### src/rtl/linescanner_pkg.sv
// Shared types and defaults for the line-scan sensor emulator: FSM encodings,
// parameter defaults and the pixel value stepping helper.
package linescanner_pkg;

    localparam int NUM_PIXELS_DEF  = 1024;
    localparam int CONV_CLOCKS_DEF = 64;
    localparam int LVAL_DELAY_DEF  = 2;
    localparam int PIX_W           = 11;

    typedef enum logic {
        ADC_IDLE    = 1'b0,
        ADC_CONVERT = 1'b1
    } adc_state_t;

    typedef enum logic [1:0] {
        RO_IDLE   = 2'd0,
        RO_DELAY  = 2'd1,
        RO_ACTIVE = 2'd2
    } ro_state_t;

    // Successive pixels of a line differ by one, modulo 256.
    function automatic logic [7:0] next_pixel(input logic [7:0] value);
        return value + 8'd1;
    endfunction

endpackage

### src/rtl/linescanner_sensor_emulator_if.sv
// Control and video bus between a capture front end (master) and the
// sensor emulator (slave).
interface linescanner_sensor_emulator_if;
    logic       rst_cvc;
    logic       rst_cds;
    logic       sample;
    logic       load_pulse;
    logic       end_adc;
    logic       lval;
    logic [7:0] data;
    logic       overrun;
    logic       protocol_error;

    modport master (
        output rst_cvc, rst_cds, sample, load_pulse,
        input  end_adc, lval, data, overrun, protocol_error
    );

    modport slave (
        input  rst_cvc, rst_cds, sample, load_pulse,
        output end_adc, lval, data, overrun, protocol_error
    );
endinterface

### src/rtl/linescanner_edge_detector.sv
// Registers the previous value of one control input and flags its rising
// and falling edges in the same cycle the new value is seen.
module linescanner_edge_detector (
    input  logic clk,
    input  logic rst,
    input  logic sig,
    output logic rise,
    output logic fall
);

    logic prev_r;

    // Previous-cycle copy of the input
    always_ff @(posedge clk or posedge rst) begin
        if (rst) begin
            prev_r <= 1'b0;
        end else begin
            prev_r <= sig;
        end
    end

    assign rise = sig & ~prev_r;
    assign fall = ~sig & prev_r;

endmodule

### src/rtl/linescanner_sensor_emulator.sv
// Line-scan sensor emulator: converts a line after each exposure, then on
// load streams (line + pixel index) mod 256 with lval for NUM_PIXELS cycles.
module linescanner_sensor_emulator
    import linescanner_pkg::*;
#(
    parameter int NUM_PIXELS  = NUM_PIXELS_DEF,
    parameter int CONV_CLOCKS = CONV_CLOCKS_DEF,
    parameter int LVAL_DELAY  = LVAL_DELAY_DEF
) (
    input logic                          pixel_clock,
    input logic                          reset,
    linescanner_sensor_emulator_if.slave bus
);

    localparam logic [7:0]       CONV_LAST = 8'(CONV_CLOCKS - 1);
    localparam logic [3:0]       DLY_LAST  = 4'(LVAL_DELAY - 1);
    localparam logic [PIX_W-1:0] PIX_LAST  = PIX_W'(NUM_PIXELS - 1);

    logic sample_rise_s, sample_fall_s, load_rise_s;
    logic cvc_rise_unused, cvc_fall_unused, cds_rise_unused, cds_fall_unused;
    logic load_fall_unused;

    linescanner_edge_detector u_edge_cvc (
        .clk(pixel_clock), .rst(reset), .sig(bus.rst_cvc),
        .rise(cvc_rise_unused), .fall(cvc_fall_unused)
    );
    linescanner_edge_detector u_edge_cds (
        .clk(pixel_clock), .rst(reset), .sig(bus.rst_cds),
        .rise(cds_rise_unused), .fall(cds_fall_unused)
    );
    linescanner_edge_detector u_edge_sample (
        .clk(pixel_clock), .rst(reset), .sig(bus.sample),
        .rise(sample_rise_s), .fall(sample_fall_s)
    );
    linescanner_edge_detector u_edge_load (
        .clk(pixel_clock), .rst(reset), .sig(bus.load_pulse),
        .rise(load_rise_s), .fall(load_fall_unused)
    );

    adc_state_t       adc_state_r, adc_state_s;
    ro_state_t        ro_state_r, ro_state_s;
    logic [7:0]       conv_cnt_r;
    logic [7:0]       line_cnt_r;
    logic [7:0]       buf_line_r;
    logic [7:0]       ro_line_r;
    logic [3:0]       dly_cnt_r;
    logic [PIX_W-1:0] pix_cnt_r;
    logic             end_adc_r, overrun_r, perr_r, lval_r;
    logic [7:0]       data_r;

    logic conv_restart_s, conv_done_s, conv_fe_err_s;
    logic load_accept_s, load_ignored_s, ro_start_s, ro_last_s, sample_err_s;

    // Next-state and strobe decode for both FSMs
    always_comb begin
        adc_state_s    = adc_state_r;
        ro_state_s     = ro_state_r;
        conv_restart_s = 1'b0;
        conv_done_s    = 1'b0;
        conv_fe_err_s  = 1'b0;
        ro_start_s     = 1'b0;
        ro_last_s      = 1'b0;
        load_accept_s  = load_rise_s & end_adc_r & (ro_state_r == RO_IDLE);
        load_ignored_s = load_rise_s & ~load_accept_s;
        sample_err_s   = sample_rise_s & (bus.rst_cvc | bus.rst_cds);

        case (adc_state_r)
            ADC_IDLE: begin
                if (sample_fall_s) begin
                    adc_state_s    = ADC_CONVERT;
                    conv_restart_s = 1'b1;
                end else begin
                    adc_state_s = ADC_IDLE;
                end
            end
            ADC_CONVERT: begin
                // A fresh exposure mid-conversion restarts it rather than completing
                if (sample_fall_s) begin
                    conv_restart_s = 1'b1;
                    conv_fe_err_s  = 1'b1;
                end else if (conv_cnt_r == CONV_LAST) begin
                    conv_done_s = 1'b1;
                    adc_state_s = ADC_IDLE;
                end else begin
                    adc_state_s = ADC_CONVERT;
                end
            end
            default: adc_state_s = ADC_CONVERT;
        endcase

        case (ro_state_r)
            RO_IDLE: begin
                if (load_accept_s) begin
                    ro_state_s = RO_DELAY;
                end else begin
                    ro_state_s = RO_IDLE;
                end
            end
            RO_DELAY: begin
                if (dly_cnt_r == DLY_LAST) begin
                    ro_state_s = RO_ACTIVE;
                    ro_start_s = 1'b1;
                end else begin
                    ro_state_s = RO_DELAY;
                end
            end
            RO_ACTIVE: begin
                if (pix_cnt_r == PIX_LAST) begin
                    ro_state_s = RO_IDLE;
                    ro_last_s  = 1'b1;
                end else begin
                    ro_state_s = RO_ACTIVE;
                end
            end
            default: ro_state_s = RO_IDLE;
        endcase
    end

    // State registers; reset starts the dummy conversion of line 0
    always_ff @(posedge pixel_clock or posedge reset) begin
        if (reset) begin
            adc_state_r <= ADC_CONVERT;
            ro_state_r  <= RO_IDLE;
        end else begin
            adc_state_r <= adc_state_s;
            ro_state_r  <= ro_state_s;
        end
    end

    // Conversion counter, line numbering and ADC buffer status
    always_ff @(posedge pixel_clock or posedge reset) begin
        if (reset) begin
            conv_cnt_r <= 8'd0;
            line_cnt_r <= 8'd0;
            buf_line_r <= 8'd0;
            end_adc_r  <= 1'b0;
            overrun_r  <= 1'b0;
            perr_r     <= 1'b0;
        end else begin
            if (conv_restart_s || conv_done_s) begin
                conv_cnt_r <= 8'd0;
            end else if (adc_state_r == ADC_CONVERT) begin
                conv_cnt_r <= conv_cnt_r + 8'd1;
            end
            // A simultaneous load takes the old buffer, so no overrun then
            if (conv_done_s) begin
                buf_line_r <= line_cnt_r;
                line_cnt_r <= line_cnt_r + 8'd1;
                end_adc_r  <= 1'b1;
                if (end_adc_r && !load_accept_s) begin
                    overrun_r <= 1'b1;
                end
            end else if (load_accept_s) begin
                end_adc_r <= 1'b0;
            end
            if (conv_fe_err_s || load_ignored_s || sample_err_s) begin
                perr_r <= 1'b1;
            end
        end
    end

    // Readout delay, pixel counting and the registered video outputs
    always_ff @(posedge pixel_clock or posedge reset) begin
        if (reset) begin
            dly_cnt_r <= 4'd0;
            pix_cnt_r <= '0;
            ro_line_r <= 8'd0;
            lval_r    <= 1'b0;
            data_r    <= 8'd0;
        end else begin
            if (load_accept_s) begin
                dly_cnt_r <= 4'd0;
                ro_line_r <= buf_line_r;
            end else if (ro_state_r == RO_DELAY) begin
                dly_cnt_r <= dly_cnt_r + 4'd1;
            end
            if (ro_start_s) begin
                pix_cnt_r <= '0;
                lval_r    <= 1'b1;
                data_r    <= ro_line_r;
            end else if (ro_last_s) begin
                lval_r <= 1'b0;
                data_r <= 8'd0;
            end else if (ro_state_r == RO_ACTIVE) begin
                pix_cnt_r <= pix_cnt_r + PIX_W'(1);
                data_r    <= next_pixel(data_r);
            end
        end
    end

    assign bus.end_adc        = end_adc_r;
    assign bus.lval           = lval_r;
    assign bus.data           = data_r;
    assign bus.overrun        = overrun_r;
    assign bus.protocol_error = perr_r;

endmodule

### src/flat_wrapper.sv
// flat-port wrapper written by rule: the top's interface ports become plain ports
module linescanner_sensor_emulator_flat import linescanner_pkg::*;
#(
    parameter int NUM_PIXELS  = NUM_PIXELS_DEF,
    parameter int CONV_CLOCKS = CONV_CLOCKS_DEF,
    parameter int LVAL_DELAY  = LVAL_DELAY_DEF
)
  (pixel_clock, reset, bus_rst_cvc, bus_rst_cds, bus_sample, bus_load_pulse, bus_end_adc, bus_lval, bus_data, bus_overrun, bus_protocol_error);
  linescanner_sensor_emulator_if bus_i ();
  input logic pixel_clock;
  input logic reset;
  input wire logic [$bits(bus_i.rst_cvc)-1:0] bus_rst_cvc;
  input wire logic [$bits(bus_i.rst_cds)-1:0] bus_rst_cds;
  input wire logic [$bits(bus_i.sample)-1:0] bus_sample;
  input wire logic [$bits(bus_i.load_pulse)-1:0] bus_load_pulse;
  output wire logic [$bits(bus_i.end_adc)-1:0] bus_end_adc;
  output wire logic [$bits(bus_i.lval)-1:0] bus_lval;
  output wire logic [$bits(bus_i.data)-1:0] bus_data;
  output wire logic [$bits(bus_i.overrun)-1:0] bus_overrun;
  output wire logic [$bits(bus_i.protocol_error)-1:0] bus_protocol_error;
  assign bus_i.rst_cvc = bus_rst_cvc;
  assign bus_i.rst_cds = bus_rst_cds;
  assign bus_i.sample = bus_sample;
  assign bus_i.load_pulse = bus_load_pulse;
  assign bus_end_adc = bus_i.end_adc;
  assign bus_lval = bus_i.lval;
  assign bus_data = bus_i.data;
  assign bus_overrun = bus_i.overrun;
  assign bus_protocol_error = bus_i.protocol_error;
  linescanner_sensor_emulator #(.NUM_PIXELS(NUM_PIXELS), .CONV_CLOCKS(CONV_CLOCKS), .LVAL_DELAY(LVAL_DELAY)) u_core (.pixel_clock(pixel_clock), .reset(reset), .bus(bus_i));
endmodule
### config.mk
export PLATFORM = sky130hd
export DESIGN_NAME = linescanner_sensor_emulator_flat
export DESIGN_NICKNAME = d
export VERILOG_FILES = /design/src/rtl/linescanner_pkg.sv /design/src/rtl/linescanner_sensor_emulator_if.sv /design/src/rtl/linescanner_edge_detector.sv /design/src/rtl/linescanner_sensor_emulator.sv /design/src/flat_wrapper.sv
export SDC_FILE = /design/constraint.sdc
export NUM_CORES = 1
export LEC_CHECK = 0
export ABC_CLOCK_PERIOD_IN_PS = 2650
export BUFFER_PORTS_ARGS = -buffer_cell sky130_fd_sc_hd__buf_2
export CORE_ASPECT_RATIO = 1.25
export CORE_MARGIN = 4
export CORE_UTILIZATION = 35
export CTS_CLUSTER_DIAMETER = 200
export DETAILED_ROUTE_END_ITERATION = 10
export GPL_TIMING_DRIVEN = 0
export HOLD_SLACK_MARGIN = 0.12
export PLACE_DENSITY = 0.54
export SLEW_MARGIN = 20
export SYNTH_ARGS = -nofsm -noshare
export SYNTH_HDL_FRONTEND = slang
export SYNTH_HIERARCHICAL = 1
export SYNTH_SLANG_ARGS = --single-unit
### constraint.sdc
create_clock -name pixel_clock -period 2.65 [get_ports pixel_clock]
set_clock_uncertainty 0.1 [all_clocks]
set_input_delay 0.1325 -clock pixel_clock [delete_from_list [all_inputs] [get_ports pixel_clock]]
set_output_delay 0.1325 -clock pixel_clock [all_outputs]
set_load 0.02 [all_outputs]
==> out/qor.yml, run 1 <==
portBuffers: 17
final_antenna_net_count: 0
start_util_pct: 35.9
cp_data_required_time_ps: 2770
final_cells: 418
vias: 2193
finalMaxSlewViolations: 0
p_comb_share_pct: 4.9
final_nets: 328
p_switching_uw: 446
post-place-ws_ps: 455
regArea_sq_um: 1600
period_minus_slack_ps: 2260
rsz0062_at_grt: "no"
grt_pass1_wl_mm: 10.8
cts_num_sinks: 64
powerDensity_nw_per_um2: 549
post-route-util_pct: 41.7
p_clk_share_pct: 40.9
drt_iter0_markers: 129
tightestPinTransition_ps: 529
post_drt_wl_per_cell_um: 14.4
setup_ws_ps: 393
grt-ovfl-total: 0
maxSlewHeadroom_pct: 64.5
p_int_uw: 1450
vdd_ir_drop_max_mv: 0.301
critPathCaptureType: "flip-flop"
ctsRootBufferMaster: "clkbuf_8"
syn_nets: 293
antennaDiodeCount: 0
multi_input_area_sq_um: 1300
nFillCells: 826
layout_commonest_cell: "dfrtp_1"
grt_usage_pct: 13.3
grt_pass1_vias: 2268
path_clk_slew_ps: 70
syn-instance-count: 281
finalWirelength_mm: 6.03
drive_above_1_share_pct: 18.4
die_h_um: 111
viasPerCell: 5.25
start_kind: "input pin"
die_width_um: 90.5
reg2reg_depth: 6
synth.avg_cell_area_sq_um: 10.6
rrSetupSlack_ps: 460
route.detailed.drc: 0
rows: 37
postCtsSetupRepairBufs: 0
reg2reg_to: "u_core/buf_line_r[1]"
path_max_fanout: 10
firstDrtPassIters: 4
finalSetupViolCount: 0
gp_congestion: 0.747
cts_tree: "done"
crit_arrival_ps: 2380
netSwitchingFraction_pct: 23.5
io_pins: 18
antenna_found_initial: 0
critical_path_class: "input pin to flip-flop"
fin_setup_tns_ps: 0
synth_warnings: 6
leakage_uw: 0.00160
fp.coreArea_sq_um: 8290
hold_viol: 0
area_growth_pct: 16.1
hp-class: "input pin to asynchronous set/reset pin"
die-area_sq_um: 10100
drv_cap: 0
min_period_over_period_pct: 85.2
dp.cells: 396
ctsLongestPathBuffers: 2
place_hpwl_mm: 4.18
final_cell_mix: "63 x dfrtp_1, 49 x nand2_1, 20 x nand3_1"
fmax_mhz: 443
clock_latency_ps: 340
r2r_start: "u_core/u_edge_sample/prev_r"
cts_max_level: 3
cts_buffers: 9
sequentialPowerShare_pct: 54.2
outcome: "complete, no violations"
netlist_area_sq_um: 2980
grt_max_degree: 53
worst max-delay path: stages:
cell and delay, ps:
dlygate4sd3_1 520, buf_2 110, and2b_2 200, clkbuf_2 160
or3_1 400, nor3_4 310, buf_6 210, mux2_2 340
cell type report:
class / count / area share [%]
clock inverters: 3 / 0.434
clock buffers: 13 / 4.89
multi-input cells: 201 / 37.5
repair buffers: 24 / 4.99
inverters: 7 / 0.832
plain buffers: 9 / 1.45
well taps: 97 / 3.51
flip-flops and latches: 64 / 46.4
metal layers:
layer,vias up,share of wire (%),track usage (%),routed length [um]
met4,0,2.6,6.74,157
li1,1077,-,-,-
met5,-,0,0,0
met3,12,2.9,3.39,172
met1,1071,44,15.8,2640
met2,33,51,22.1,3060
through the flow:
step / total power [uW] / instance area (sq um) / hold slack (ps)
after floorplan: 1110 / 2980 / -239
after global placement: 1130 / 3180 / -113
after detailed placement: 1140 / 3210 / -89.1
after CTS: 1940 / 3460 / 136
after global routing: 1990 / 3460 / 175
final: 1900 / 3460 / 159
flip-flops by register name (all words and copies together), names as in the netlist:
signal	cells
u_core/pix_cnt_r	11
u_core/u_edge_sample/prev_r	1
u_core/bus.overrun	1
u_core/conv_cnt_r	8
u_core/adc_state_r	1
u_core/bus.end_adc	1
u_core/bus.lval	1
u_core/bus.data	8
u_core/buf_line_r	8
u_core/line_cnt_r	8
u_core/dly_cnt_r	4
u_core/u_edge_load/prev_r	1
u_core/ro_state_r	2
u_core/bus.protocol_error	1
u_core/ro_line_r	8
power by group through the flow:
stage	sequential, uW	combinational [uW]	clock (uW)
after floorplan	1040	64.0	0
after CTS	1030	95.8	811
final	1030	93.0	777
after global placement	1050	81.0	0
after global routing	1040	109	849
after detailed placement	1050	89.7	0
worst max-delay path by stage:
stage                                      startpoint              endpoint  slack (ps)  cells past startpoint
after floorplan           u_core/u_edge_sample/prev_r  u_core/buf_line_r[0]         640                      6
after global placement                          reset    u_core/bus.data[5]         -20                      2
after detailed placement  u_core/u_edge_sample/prev_r  u_core/buf_line_r[1]         450                      6
after CTS                                  bus_sample  u_core/buf_line_r[1]         390                      8
after global routing                       bus_sample  u_core/buf_line_r[7]         270                      8
final                                      bus_sample  u_core/buf_line_r[1]         390                      8
timing repair:
item / CTS / global route
endpoints found under the hold margin: 66 / 0
resized for setup: 0 / 0
hold buffers: 6 / 0
Power figures use the tool's default switching activity.
==> run 2, diff against run 1 <==
- ABC_CLOCK_PERIOD_IN_PS: 2650 -> default
- PLACE_DENSITY: 0.54 -> default
==> run 2 against run 1 <==
- register-to-register slack lost 50 ps
- worst setup slack lost 69 ps
- sequential power barely moved
- highest routed layer unchanged
==> out/qor.yml, run 2 (same netlist as run 1, synthesis figures left out) <==
grt_pass1_wl_mm: 10.7  # -0.38%
critPathCaptureType: "flip-flop"
die_width_um: 90.5  # unchanged
finalWirelength_mm: 5.93  # -1.5%
drive_above_1_share_pct: 18.4  # unchanged
post_drt_wl_per_cell_um: 14.2  # -1.5%
route.detailed.drc: 0  # unchanged
viasPerCell: 5.26  # +0.27%
final_cells: 418  # unchanged
area_growth_pct: 16.0
tightestPinTransition_ps: 596  # +67.0 ps
outcome: "complete, no violations"
critical_path_class: "input pin to flip-flop"
clock_latency_ps: 330  # about the same
portBuffers: 17  # unchanged
layout_commonest_cell: "dfrtp_1"
die_h_um: 111  # unchanged
antenna_found_initial: 0  # unchanged
largest_reg_flops: 11  # unchanged
cts_tree: "done"
start_kind: "input pin"
grt-ovfl-total: 0  # unchanged
leakage_uw: 0.00159  # -0.65%
finalSetupViolCount: 0  # unchanged
final_cell_mix: "63 x dfrtp_1, 49 x nand2_1, 20 x nand3_1"
power_uw: 1920  # +1.1%
place_hpwl_mm: 4.19  # +0.16%
grt_pass1_vias: 2216  # -2.3%
rows: 37  # unchanged
final_antenna_net_count: 0  # unchanged
cts_num_sinks: 64  # unchanged
grt_usage_pct: 13.0  # -0.29 points
powerDensity_nw_per_um2: 556  # +1.2%
fmax_mhz: 430  # -3.0%
final_nets: 328  # unchanged
fp.coreArea_sq_um: 8290  # unchanged
firstDrtPassIters: 5  # +1
ctsRootBufferMaster: "clkbuf_8"
max_flop_register: "u_core/pix_cnt_r"
rsz0062_at_grt: "no"
io_pins: 18  # unchanged
gp_congestion: 0.745  # -0.17%
cts_buffers: 9  # unchanged
path_max_fanout: 8  # -2
vias: 2199  # +0.27%
cts_hold_buf: 6  # unchanged
cp_data_required_time_ps: 2760  # about the same
min_period_over_period_pct: 87.8  # +2.6 points
start_util_pct: 35.9  # unchanged
dp.cells: 396  # unchanged
fin_setup_tns_ps: 0  # unchanged
hp-class: "input pin to asynchronous set/reset pin"
finalMaxSlewViolations: 0  # unchanged
postCtsSetupRepairBufs: 0  # unchanged
antennaDiodeCount: 0  # unchanged
vdd_ir_drop_max_mv: 0.338  # +12%
maxSlewHeadroom_pct: 59.9  # -4.5 points
grt_max_degree: 35  # -34%
die-area_sq_um: 10100  # unchanged
cts_max_level: 3  # unchanged
hold_viol: 0  # unchanged
cts_resized: 0  # unchanged
path_clk_slew_ps: 70  # about the same
drv_cap: 0  # unchanged
period_minus_slack_ps: 2330  # +69.4 ps
drt_iter0_markers: 91  # -29%
crit_arrival_ps: 2440  # +60 ps
ctsLongestPathBuffers: 2  # unchanged
-- run 2: changes by cell type in the layout (fill, tap and decap cells not counted) --
cell	delta
buf_12	+1
buf_16	-1
bufinv_16	+1
clkbuf_8	-3
clkinvlp_4	+2
-- run 2: layer usage --
metal	vias up	global-route usage [%]	part of all wire [%]
li1	1069	-	-
met1	1084	16.0	44
met2	38	21.8	51
met3	8	2.31	3.0
met4	0	6.54	1.6
met5	-	0	0
-- run 2: final timing paths --
path                                        startpoint                         to  slack (ps)  cells past startpoint
setup / recovery                            bus_sample       u_core/line_cnt_r[7]         320                      8
hold / removal                                   reset  u_core/bus.protocol_error         240                      3
setup reg to reg           u_core/u_edge_sample/prev_r       u_core/line_cnt_r[7]         410                      6
hold reg to reg                   u_core/buf_line_r[5]        u_core/ro_line_r[5]         360                      2
max in group asynchronous                        reset  u_core/u_edge_load/prev_r        1670                      4
min in group pixel_clock                bus_load_pulse  u_core/u_edge_load/prev_r         350                      2
-- run 2: cell type report --
| class | count | area, sq um |
|---|---|---|
| buffer | 9 | 50.0 |
| clock buffer | 10 | 128 |
| clock inverter | 6 | 60.1 |
| fill | 797 | 4830 |
| inverter | 7 | 28.8 |
| multi-input combinational | 201 | 1300 |
| sequential | 64 | 1600 |
| tap | 97 | 121 |
| timing repair buffer | 24 | 165 |
-- run 2: where the power goes --
part	internal (uW)	total [uW]	switching, uW
Clock	429	798	369
Combinational	37.8	92.3	54.5
Sequential	1000	1030	27.7
Total	1470	1920	451
-- run 2: through the flow --
stage / util [%] / setup slack [ps] / instance area, sq um / hold slack (ps)
5_1_grt: 41.7 / 189 / 3450 / 266
6_report: 41.7 / 324 / 3450 / 241
3_5_place_dp: 38.7 / 442 / 3210 / -90.1
3_3_place_gp: 38.4 / -11.1 / 3180 / -112
4_1_cts: 41.7 / 379 / 3450 / 240
2_1_floorplan: - / 640 / 2980 / -239
-- run 2: worst max-delay path: stages --
cell           delay, ps
dlygate4sd3_1        530
buf_2                120
and2b_2              210
clkbuf_2             160
or3_1                400
nor4_1               540
nand4_1              190
xnor2_1              160
==> run 3, diff against run 2 <==
- CORE_UTILIZATION: 35 -> 45
- CTS_CLUSTER_SIZE: default -> 30
==> run 3 against run 2 <==
- sequential share of layout area rose by 0.32 points
- maximum frequency grew 2.1%
- cell count is 3.1% lower
- non-clock buffer count stayed put
- largest power group unchanged
==> out/qor.yml, run 3 (same netlist as run 1, synthesis figures left out) <==
outcome: "complete, no violations"
crit_path_max_incr_delay_ps: 520  # -20 ps
rsz0062_at_grt: "no"
cts_tree: "done"
grt_pass1_wl_mm: 10.2  # -4.8%
power_uw: 1850  # -3.6%
fp.coreArea_sq_um: 6290  # -24%
leakage_uw: 0.00160  # +0.37%
finalSetupViolCount: 0  # unchanged
final_cell_mix: "63 x dfrtp_1, 49 x nand2_1, 20 x nand3_1"
slowest_stage: "dlygate4sd3_1"
crit_arrival_ps: 2400  # -40 ps
drv_cap: 0  # unchanged
place_hpwl_mm: 4.11  # -1.9%
vdd_ir_drop_max_mv: 0.346  # +2.3%
die_h_um: 98.9  # -11%
rows: 32  # -14%
vias: 2179  # -0.91%
cts_resized: 0  # unchanged
tightestPinTransition_ps: 583  # -12.5 ps
grt_pass1_vias: 2207  # -0.41%
drive_above_1_share_pct: 18.4  # +0.057 points
finalMaxSlewViolations: 0  # unchanged
post_drt_wl_per_cell_um: 14.4  # +1.7%
cp_data_required_time_ps: 2770  # about the same
cts_num_sinks: 64  # unchanged
largest_reg_flops: 11  # unchanged
layout_commonest_cell: "dfrtp_1"
drt_iter0_markers: 77  # -15%
die-area_sq_um: 7990  # -21%
viasPerCell: 5.38  # +2.3%
ctsRootBufferMaster: "clkbuf_8"
portBuffers: 17  # unchanged
io_pins: 18  # unchanged
final_antenna_net_count: 0  # unchanged
area_growth_pct: 15.2
path_cells: "dlygate4sd3_1 > buf_2 > and2b_2 > clkbuf_2 > or3_1 > nor3_4 > buf_6 > mux2_2"
post-place-ws_ps: 429  # -13.8 ps
setup_ws_ps: 371  # +47.7 ps
hold_viol: 0  # unchanged
gp_congestion: 0.740  # -0.76%
postCtsSetupRepairBufs: 0  # unchanged
cts_hold_buf: 6  # unchanged
finalWirelength_mm: 5.85  # -1.4%
powerDensity_nw_per_um2: 540  # -3.0%
critical_path_class: "input pin to flip-flop"
max_flop_register: "u_core/pix_cnt_r"
period_minus_slack_ps: 2280  # -47.7 ps
nFillCells: 591  # -26%
min_period_over_period_pct: 86.0  # -1.8 points
grt-ovfl-total: 0  # unchanged
ctsLongestPathBuffers: 2  # unchanged
cts_max_level: 3  # unchanged
firstDrtPassIters: 4  # -1
antenna_found_initial: 0  # unchanged
start_util_pct: 47.4  # +11 points
fmax_mhz: 439  # +2.1%
critPathCaptureType: "flip-flop"
clock_latency_ps: 330  # about the same
r2r_start: "u_core/u_edge_sample/prev_r"
rrSetupSlack_ps: 430  # +20 ps
cts_buffers: 9  # unchanged
grt_max_degree: 52  # +49%
antennaDiodeCount: 0  # unchanged
reg2reg_depth: 6  # unchanged
grt_usage_pct: 16.6  # +3.6 points
path_clk_slew_ps: 60  # about the same
maxSlewHeadroom_pct: 60.8  # +0.87 points
reg2reg_to: "u_core/buf_line_r[0]"
crit_family: "buffers and inverters"
final_nets: 328  # unchanged
route.detailed.drc: 0  # unchanged
start_kind: "input pin"
path_buf_inv: 4  # +1
die_width_um: 80.7  # -11%
fin_setup_tns_ps: 0  # unchanged
path_max_fanout: 10  # +2
hp-class: "input pin to asynchronous set/reset pin"
[run 3: changes by cell type in the layout (fill, tap and decap cells not counted), sizes merged]
cell,previous run,this run
clkinvlp,2,0
bufinv,1,0
clkbuf,17,18
clkinv,3,4
[run 3: how the worst max path moves through the flow]
stage,startpoint,to,depth (start not counted)
3_3_place_gp,reset,u_core/bus.data[6],2
5_1_grt,bus_sample,u_core/line_cnt_r[7],8
4_1_cts,bus_sample,u_core/buf_line_r[1],8
2_1_floorplan,u_core/u_edge_sample/prev_r,u_core/buf_line_r[0],6
3_5_place_dp,u_core/u_edge_sample/prev_r,u_core/buf_line_r[1],6
6_report,bus_sample,u_core/buf_line_r[0],8
[run 3: worst register-to-register path, cell delays in order (launching register included)]
cell and delay (ps):
dfrtp_1 390, and2b_2 190, clkbuf_2 160, or3_1 400, nor3_4 330, buf_6 210, mux2_2 340
[run 3: per-layer routing]
layer	track usage (%)	part of all wire, %
met1	19.4	44
met2	27.6	50
met3	4.02	2.5
met4	9.23	3.5
met5	0	0
[run 3: through the flow]
step	util [%]	cell area (sq um)	instances	hold slack (ps)
2_1_floorplan	-	2980	281	-239
3_3_place_gp	50.4	3170	383	-114
3_5_place_dp	50.9	3200	384	-87.3
4_1_cts	54.6	3430	405	154
5_1_grt	54.6	3430	405	178
6_report	54.6	3430	405	175
[run 3: cell type report]
type	count	area [sq um]	share of cell area, %
buffer	9	50.0	1.46
clock buffer	11	151	4.41
clock inverter	4	20.0	0.584
inverter	7	28.8	0.839
multi-input combinational	201	1300	37.8
sequential	64	1600	46.7
tap	85	106	3.10
timing repair buffer	24	173	5.03
[run 3: where the power goes]
part / internal, uW / switching (uW) / total [uW]
clock network: 378 / 350 / 729
registers: 1000 / 27.5 / 1030
logic: 39.2 / 52.9 / 92.1
